[config.mk]
export PLATFORM = sky130hd
export DESIGN_NAME = fwnoc_router_mon
export DESIGN_NICKNAME = d
export VERILOG_FILES = /design/src/rtl/fwnoc_router_mon_pkg.sv /design/src/rtl/fwnoc_mon_fifo.sv /design/src/rtl/fwnoc_router_mon.sv
export SDC_FILE = /design/constraint.sdc
export NUM_CORES = 2
export LEC_CHECK = 0
export CAP_MARGIN = 25
export CORE_MARGIN = 5
export CORE_UTILIZATION = 30
export CTS_CLUSTER_DIAMETER = 60
export CTS_CLUSTER_SIZE = 16
export DETAILED_ROUTE_END_ITERATION = 16
export DONT_BUFFER_PORTS = 1
export PLACE_DENSITY = 0.51
export SYNTH_ARGS = -nofsm -noshare
export SYNTH_HDL_FRONTEND = slang
export SYNTH_HIERARCHICAL = 1
export SYNTH_SLANG_ARGS = --single-unit
[constraint.sdc]
create_clock -name clock -period 13.8 [get_ports clock]
set_input_delay 3.45 -clock clock [delete_from_list [all_inputs] [get_ports clock]]
set_output_delay 3.45 -clock clock [all_outputs]
set_load 0.02 [all_outputs]
[src/rtl/fwnoc_router_mon_pkg.sv]
// rtl/fwnoc_router_mon_pkg.sv - channel indices and trace layout helpers for the router monitor
package fwnoc_router_mon_pkg;

  localparam int NUM_PORTS = 5;
  localparam int CH_HE = 0;
  localparam int CH_HI = 1;
  localparam int CH_NE = 2;
  localparam int CH_NI = 3;
  localparam int CH_SE = 4;
  localparam int CH_SI = 5;
  localparam int CH_EE = 6;
  localparam int CH_EI = 7;
  localparam int CH_WE = 8;
  localparam int CH_WI = 9;
  localparam int CH_W = $clog2(2 * NUM_PORTS);
  localparam int HDR_ID_W = 4;

  // Trace entry, msb first: {x_id, y_id, chan, timestamp, data}
  function automatic int trace_w(input int ch_w, input int ts_w, input int dat_w);
    return 2 * HDR_ID_W + ch_w + ts_w + dat_w;
  endfunction

  function automatic int off_ts(input int dat_w);
    return dat_w;
  endfunction

  function automatic int off_ch(input int ts_w, input int dat_w);
    return ts_w + dat_w;
  endfunction

  function automatic int off_y(input int ch_w, input int ts_w, input int dat_w);
    return ch_w + ts_w + dat_w;
  endfunction

  function automatic int off_x(input int ch_w, input int ts_w, input int dat_w);
    return HDR_ID_W + ch_w + ts_w + dat_w;
  endfunction

endpackage

[src/rtl/fwnoc_mon_fifo.sv]
// rtl/fwnoc_mon_fifo.sv - synchronous trace FIFO with flush and push-on-full-when-popping
module fwnoc_mon_fifo #(
  parameter int WIDTH = 8,
  parameter int DEPTH = 16
) (
  input  logic             clock,
  input  logic             reset,
  input  logic             flush,
  input  logic [WIDTH-1:0] wr_tdata,
  input  logic             wr_tvalid,
  output logic             wr_tready,
  output logic [WIDTH-1:0] rd_tdata,
  output logic             rd_tvalid,
  input  logic             rd_tready
);

  localparam int AW = $clog2(DEPTH);

  logic [WIDTH-1:0] mem [DEPTH];
  logic [AW:0]      wr_ptr;
  logic [AW:0]      rd_ptr;
  logic             full;
  logic             empty;
  logic             do_push;
  logic             do_pop;

  // Extra msb distinguishes full from empty when the index bits match
  assign empty     = (wr_ptr == rd_ptr);
  assign full      = (wr_ptr[AW] != rd_ptr[AW]) && (wr_ptr[AW-1:0] == rd_ptr[AW-1:0]);
  assign do_pop    = rd_tready & ~empty;
  assign wr_tready = ~full | do_pop;
  assign do_push   = wr_tvalid & wr_tready;
  assign rd_tvalid = ~empty;
  assign rd_tdata  = mem[rd_ptr[AW-1:0]];

  always_ff @(posedge clock) begin
    if (reset || flush) begin
      wr_ptr <= '0;
      rd_ptr <= '0;
    end else begin
      if (do_push) wr_ptr <= wr_ptr + (AW+1)'(1);
      if (do_pop)  rd_ptr <= rd_ptr + (AW+1)'(1);
    end
  end

  always_ff @(posedge clock) begin
    if (do_push) mem[wr_ptr[AW-1:0]] <= wr_tdata;
  end

endmodule

[src/rtl/fwnoc_router_mon.sv]
// rtl/fwnoc_router_mon.sv - passive per-channel transfer/stall counters and trace capture
module fwnoc_router_mon
  import fwnoc_router_mon_pkg::*;
#(
  parameter int X_ID        = 0,
  parameter int Y_ID        = 0,
  parameter int NUM_CH      = 10,
  parameter int DAT_W       = 32,
  parameter int CNT_W       = 32,
  parameter int TS_W        = 16,
  parameter int TRACE_DEPTH = 16
) (
  input  logic                                              clock,
  input  logic                                              reset,
  input  logic [NUM_CH*DAT_W-1:0]                           mon_dat,
  input  logic [NUM_CH-1:0]                                 mon_valid,
  input  logic [NUM_CH-1:0]                                 mon_ready,
  input  logic                                              enable,
  input  logic                                              clear,
  input  logic [NUM_CH-1:0]                                 trace_mask,
  input  logic [$clog2(NUM_CH)-1:0]                         cnt_sel,
  output logic [CNT_W-1:0]                                  cnt_xfer,
  output logic [CNT_W-1:0]                                  cnt_stall,
  output logic [CNT_W-1:0]                                  drop_cnt,
  output logic [trace_w($clog2(NUM_CH), TS_W, DAT_W)-1:0]   trc_dat,
  output logic                                              trc_valid,
  input  logic                                              trc_ready
);

  localparam int SW = $clog2(NUM_CH);
  localparam int TW = trace_w(SW, TS_W, DAT_W);
  localparam int PW = $clog2(NUM_CH + 1);
  localparam int DW = CNT_W + PW + 1;
  localparam logic [DW-1:0] DROP_MAX = {{(DW-CNT_W){1'b0}}, {CNT_W{1'b1}}};

  logic [CNT_W-1:0]  xfer_cnt  [NUM_CH];
  logic [CNT_W-1:0]  stall_cnt [NUM_CH];
  logic [NUM_CH-1:0] xfer;
  logic [NUM_CH-1:0] stall;
  logic [NUM_CH-1:0] cap_vec;
  logic [SW-1:0]     cap_ch;
  logic [DAT_W-1:0]  cap_dat;
  logic [PW-1:0]     cap_num;
  logic              any_cap;
  logic              fifo_ready;
  logic [TS_W-1:0]   ts;
  logic [TW-1:0]     cap_entry;
  logic [DW-1:0]     drop_inc;
  logic [DW-1:0]     drop_sum;
  logic [CNT_W-1:0]  sel_x;
  logic [CNT_W-1:0]  sel_s;

  assign xfer    = mon_valid & mon_ready;
  assign stall   = mon_valid & ~mon_ready;
  assign cap_vec = xfer & trace_mask & {NUM_CH{enable}};
  assign any_cap = |cap_vec;

  for (genvar i = 0; i < NUM_CH; i++) begin : g_ch
    always_ff @(posedge clock) begin
      if (reset || clear) begin
        xfer_cnt[i]  <= '0;
        stall_cnt[i] <= '0;
      end else if (enable) begin
        if (xfer[i] && !(&xfer_cnt[i]))   xfer_cnt[i]  <= xfer_cnt[i] + 1'b1;
        if (stall[i] && !(&stall_cnt[i])) stall_cnt[i] <= stall_cnt[i] + 1'b1;
      end
    end
  end

  // Descending scan leaves the lowest capturing channel as the winner
  always_comb begin
    cap_ch  = '0;
    cap_dat = '0;
    cap_num = '0;
    for (int i = NUM_CH - 1; i >= 0; i--) begin
      if (cap_vec[i]) begin
        cap_ch  = SW'(i);
        cap_dat = mon_dat[i*DAT_W +: DAT_W];
      end
      cap_num = cap_num + PW'(cap_vec[i]);
    end
  end

  always_ff @(posedge clock) begin
    if (reset || clear) ts <= '0;
    else                ts <= ts + 1'b1;
  end

  assign cap_entry = {4'(X_ID), 4'(Y_ID), cap_ch, ts, cap_dat};

  fwnoc_mon_fifo #(
    .WIDTH (TW),
    .DEPTH (TRACE_DEPTH)
  ) u_fifo (
    .clock     (clock),
    .reset     (reset),
    .flush     (clear),
    .wr_tdata  (cap_entry),
    .wr_tvalid (any_cap),
    .wr_tready (fifo_ready),
    .rd_tdata  (trc_dat),
    .rd_tvalid (trc_valid),
    .rd_tready (trc_ready)
  );

  // Losers of arbitration plus a winner refused by a full FIFO
  assign drop_inc = DW'(cap_num) - DW'(any_cap) + DW'(any_cap & ~fifo_ready);
  assign drop_sum = DW'(drop_cnt) + drop_inc;

  always_ff @(posedge clock) begin
    if (reset || clear)         drop_cnt <= '0;
    else if (drop_sum > DROP_MAX) drop_cnt <= '1;
    else                        drop_cnt <= drop_sum[CNT_W-1:0];
  end

  always_comb begin
    sel_x = '0;
    sel_s = '0;
    for (int i = 0; i < NUM_CH; i++) begin
      if (cnt_sel == SW'(i)) begin
        sel_x = xfer_cnt[i];
        sel_s = stall_cnt[i];
      end
    end
  end

  always_ff @(posedge clock) begin
    if (reset) begin
      cnt_xfer  <= '0;
      cnt_stall <= '0;
    end else begin
      cnt_xfer  <= sel_x;
      cnt_stall <= sel_s;
    end
  end

endmodule

==> impl_metrics.toml <==
[outcome]
status = "finished, final reports clean"

[worst_setup_path]
path_max_fanout = 34
cp.required_ns = 14.54
crit_path_start_kind = "input port"
arrival_ns = 12.31
reg2reg_depth = 16
crit_cells = 28
critPathSlowestCell = "inv_2"
crit_path_frequent_cell = "fa_1"
cpPeakStageDelay_ns = 0.80
cp_num_buf_inv = 4
crit_family = "adder cells"
endpoint_kind = "flip-flop"
crit_type = "input port to flip-flop"

[route]
routed_wl_um = 252000
drc_errors = 0
vias = 51900
detail-route-antenna-nets = 0
routedWlPerCell_um = 25.4
drt_iter0_markers = 5147
vias_per_cell = 5.22
firstDrtPassIters = 6

[placement]
dp_hpwl_um = 169000
place.gp.congestion = 0.883
pre_cts_ws_ns = 1.51
port_buffers = 0

[yosys]
synth_ff_type = "edfxtp_1"
syn_area_mm2 = 0.0814
ys_warn_count = 6
synth_edf_count = 1600
synth_seq_cells = 1726
synth.distinct_cells = 84
syn_area_per_cell_um2 = 13.2
ys_seq_area_share_pct = 62.2
async_reset_ff_share_pct = 0
synth_cells = 6143

[timing]
timing.hold.ws_ns = 0.484
rsz0062_at_grt = "no"
setup_viol = 0
fin_setup_tns_ns = 0
period_needed_ns = 11.57
slew_headroom_pct = 20.8
fin_crit_sh_pct = 83.8
fin_ws_ns = 2.23
hold_violations = 0
clock_skew_ns = 0.0623
max_freq_mhz = 86.5
tightest_slew_ns = 1.17
finalMaxSlewViolations = 0

[layout]
final_util_pct = 33.7
drive_above_1_share_pct = 11.8
regArea_mm2 = 0.0506
fillerInstances = 26500
mostFrequentLayoutCell = "edfxtp_1"
layout_common_cells = "edfxtp_1 (1600), nor2_1 (895), nand2_1 (433)"
syn_to_final_growth_pct = 11.9
multi_input_area_mm2 = 0.0296
fin_nets = 6650

[floorplanning]
start_util_pct = 30.1
dieArea_mm2 = 0.282
fp.dieH_um = 531
fp-row-count = 191
core_area_mm2 = 0.271
boundaryPins = 516
die_w_um = 531

[power_and_ir_drop]
p_int_w = 0.00851
comb_power_share_pct = 8.4
p_leak_nw = 28.8
swShare_pct = 25.3
pwr-share-seq_pct = 53.6
ir_drop_mv = 0.135
power_density_mw_per_mm2 = 125
netSwitchingPower_w = 0.00288
clkPwrFrac_pct = 38.0

[global_route]
grt_overflow_total = 0
grt_pass1_wl_um = 360000
grt_start_max_net_pins = 150
grt_pass1_vias = 50900
antenna_found_initial = 37
grt_use_total_pct = 17.2

[clock_network]
cts-root-buf = "clkbuf_16"
clk_pin_slew_worst_paths_ns = 0.07
cts_sinks = 1726
cts-hold-fix-buffers = 0
cts.repair.resized = 0
htreeDepth = 4
cts_inserted_buffers = 145
clkLatencyLatePin_ns = 0.83
clk_path_buf_depth = 3
cts_tree = "done"
postCtsSetupBuffers = 0

[hold_path]
hold_class = "flip-flop to flip-flop"
whs_path_depth = 2

[run]
cap_viol_max_count = 0
sequential cells by signal, summed over array words and instances (netlist names), named ones only:
register and count:
ts 16, u_fifo/rd_ptr 5, xfer_cnt 320, u_fifo/wr_ptr 5, cnt_xfer 32, u_fifo/mem 960, cnt_stall 32, stall_cnt 320
drop_cnt 32
power groups by stage:
stage	clock network [W]	registers, W	logic (W)
final	0.00434	0.00611	0.000953
after detailed placement	0	0.00622	0.000949
after floorplan	0	0.00616	0.000658
after global placement	0	0.00622	0.000932
after CTS	0.00445	0.00611	0.000954
after global routing	0.00467	0.00612	0.00103
synth_stat cells (all sizes together) (11+ instances only):
master  number  share of area, %
a222oi      24              0.30
nor4        43              0.35
o21ai      208               1.3
xnor2      238               2.6
or2         24              0.18
edfxtp    1600                59
inv         79              0.36
and3       148               1.1
nor3        71              0.46
a211oi      36              0.34
a311o       11              0.14
or3         16              0.12
xor2       408               4.4
buf        129               1.0
a221oi      46              0.51
o311ai      34              0.37
o21a        36              0.33
a21o        16              0.15
ha          66               1.0
a22oi      179               1.7
a21oi      110              0.69
nor2b       15              0.12
and4        50              0.55
nor2       904               4.2
mux4       300               8.3
clkbuf     208              0.96
dfxtp      126               3.1
nand4      162               1.3
nand3      300               1.9
and2        13              0.10
a31oi       16              0.12
nand2      435               2.0
nand2b      15              0.12
area by class of cell:
| class | instances | share of cell area (%) |
|---|---|---|
| Antenna cell | 33 | 0.0907 |
| Timing Repair Buffer | 137 | 1.22 |
| Sequential cell | 1726 | 55.5 |
| Multi-Input combinational cell | 4127 | 32.5 |
| Inverter | 80 | 0.330 |
| Clock inverter | 63 | 1.05 |
| Clock buffer | 192 | 4.32 |
| Tap cell | 3570 | 4.90 |
final timing paths:
path | startpoint | end | slack (ns)
setup reg to reg | u_fifo/rd_ptr[4]$_SDFFE_PP0N_ | drop_cnt[27]$_SDFF_PN0_ | 9.03
setup / recovery | enable | drop_cnt[27]$_SDFF_PN0_ | 2.23
hold reg to reg | u_fifo/rd_ptr[4]$_SDFFE_PP0N_ | u_fifo/rd_ptr[4]$_SDFFE_PP0N_ | 0.48
hold / removal | u_fifo/rd_ptr[4]$_SDFFE_PP0N_ | u_fifo/rd_ptr[4]$_SDFFE_PP0N_ | 0.48
stage by stage:
stage / instance area [um2] / total power, W / cells
3_3_place_gp: 85900 / 0.00715 / 9628
2_1_floorplan: 81800 / 0.00681 / 6270
4_1_cts: 90900 / 0.0115 / 9890
5_1_grt: 91000 / 0.0118 / 9912
3_5_place_dp: 86100 / 0.00717 / 9635
6_report: 91100 / 0.0114 / 9928
logic make-up (layout without fill, tap and decap cells):
family	Yosys count	count (layout)	share of synthesized area (%)
and+or+nand+nor	2206	2206	12.6
xor gates and xnor gates	646	646	6.95
AOI/OAI and AO/OA	764	764	6.36
DFF	1726	1726	62.2
buffers and inverters	417	472	2.33
other	1	161	0.00461
muxes	309	309	8.42
adders and majority gates	74	74	1.21
routing by layer:
layer | vias to the layer above | track usage, % | routed length [um]
met3 | 381 | 4.09 | 17200
met4 | 10 | 5.29 | 8160
met2 | 1661 | 29.0 | 123000
li1 | 23300 | - | -
met1 | 26500 | 22.0 | 103000
met5 | - | 0.274 | 136
worst register-to-register path: cells and delay by family (launching register included):
kind,cells,cell delay (ns)
AOI/OAI and AO/OA,8,2.53
and+or+nand+nor,4,0.70
adders and majority gates,2,0.63
xor gates and xnor gates,1,0.45
DFF,1,0.33
buffers and inverters,1,0.05
Note: power is estimated with default switching activity, not from simulation.
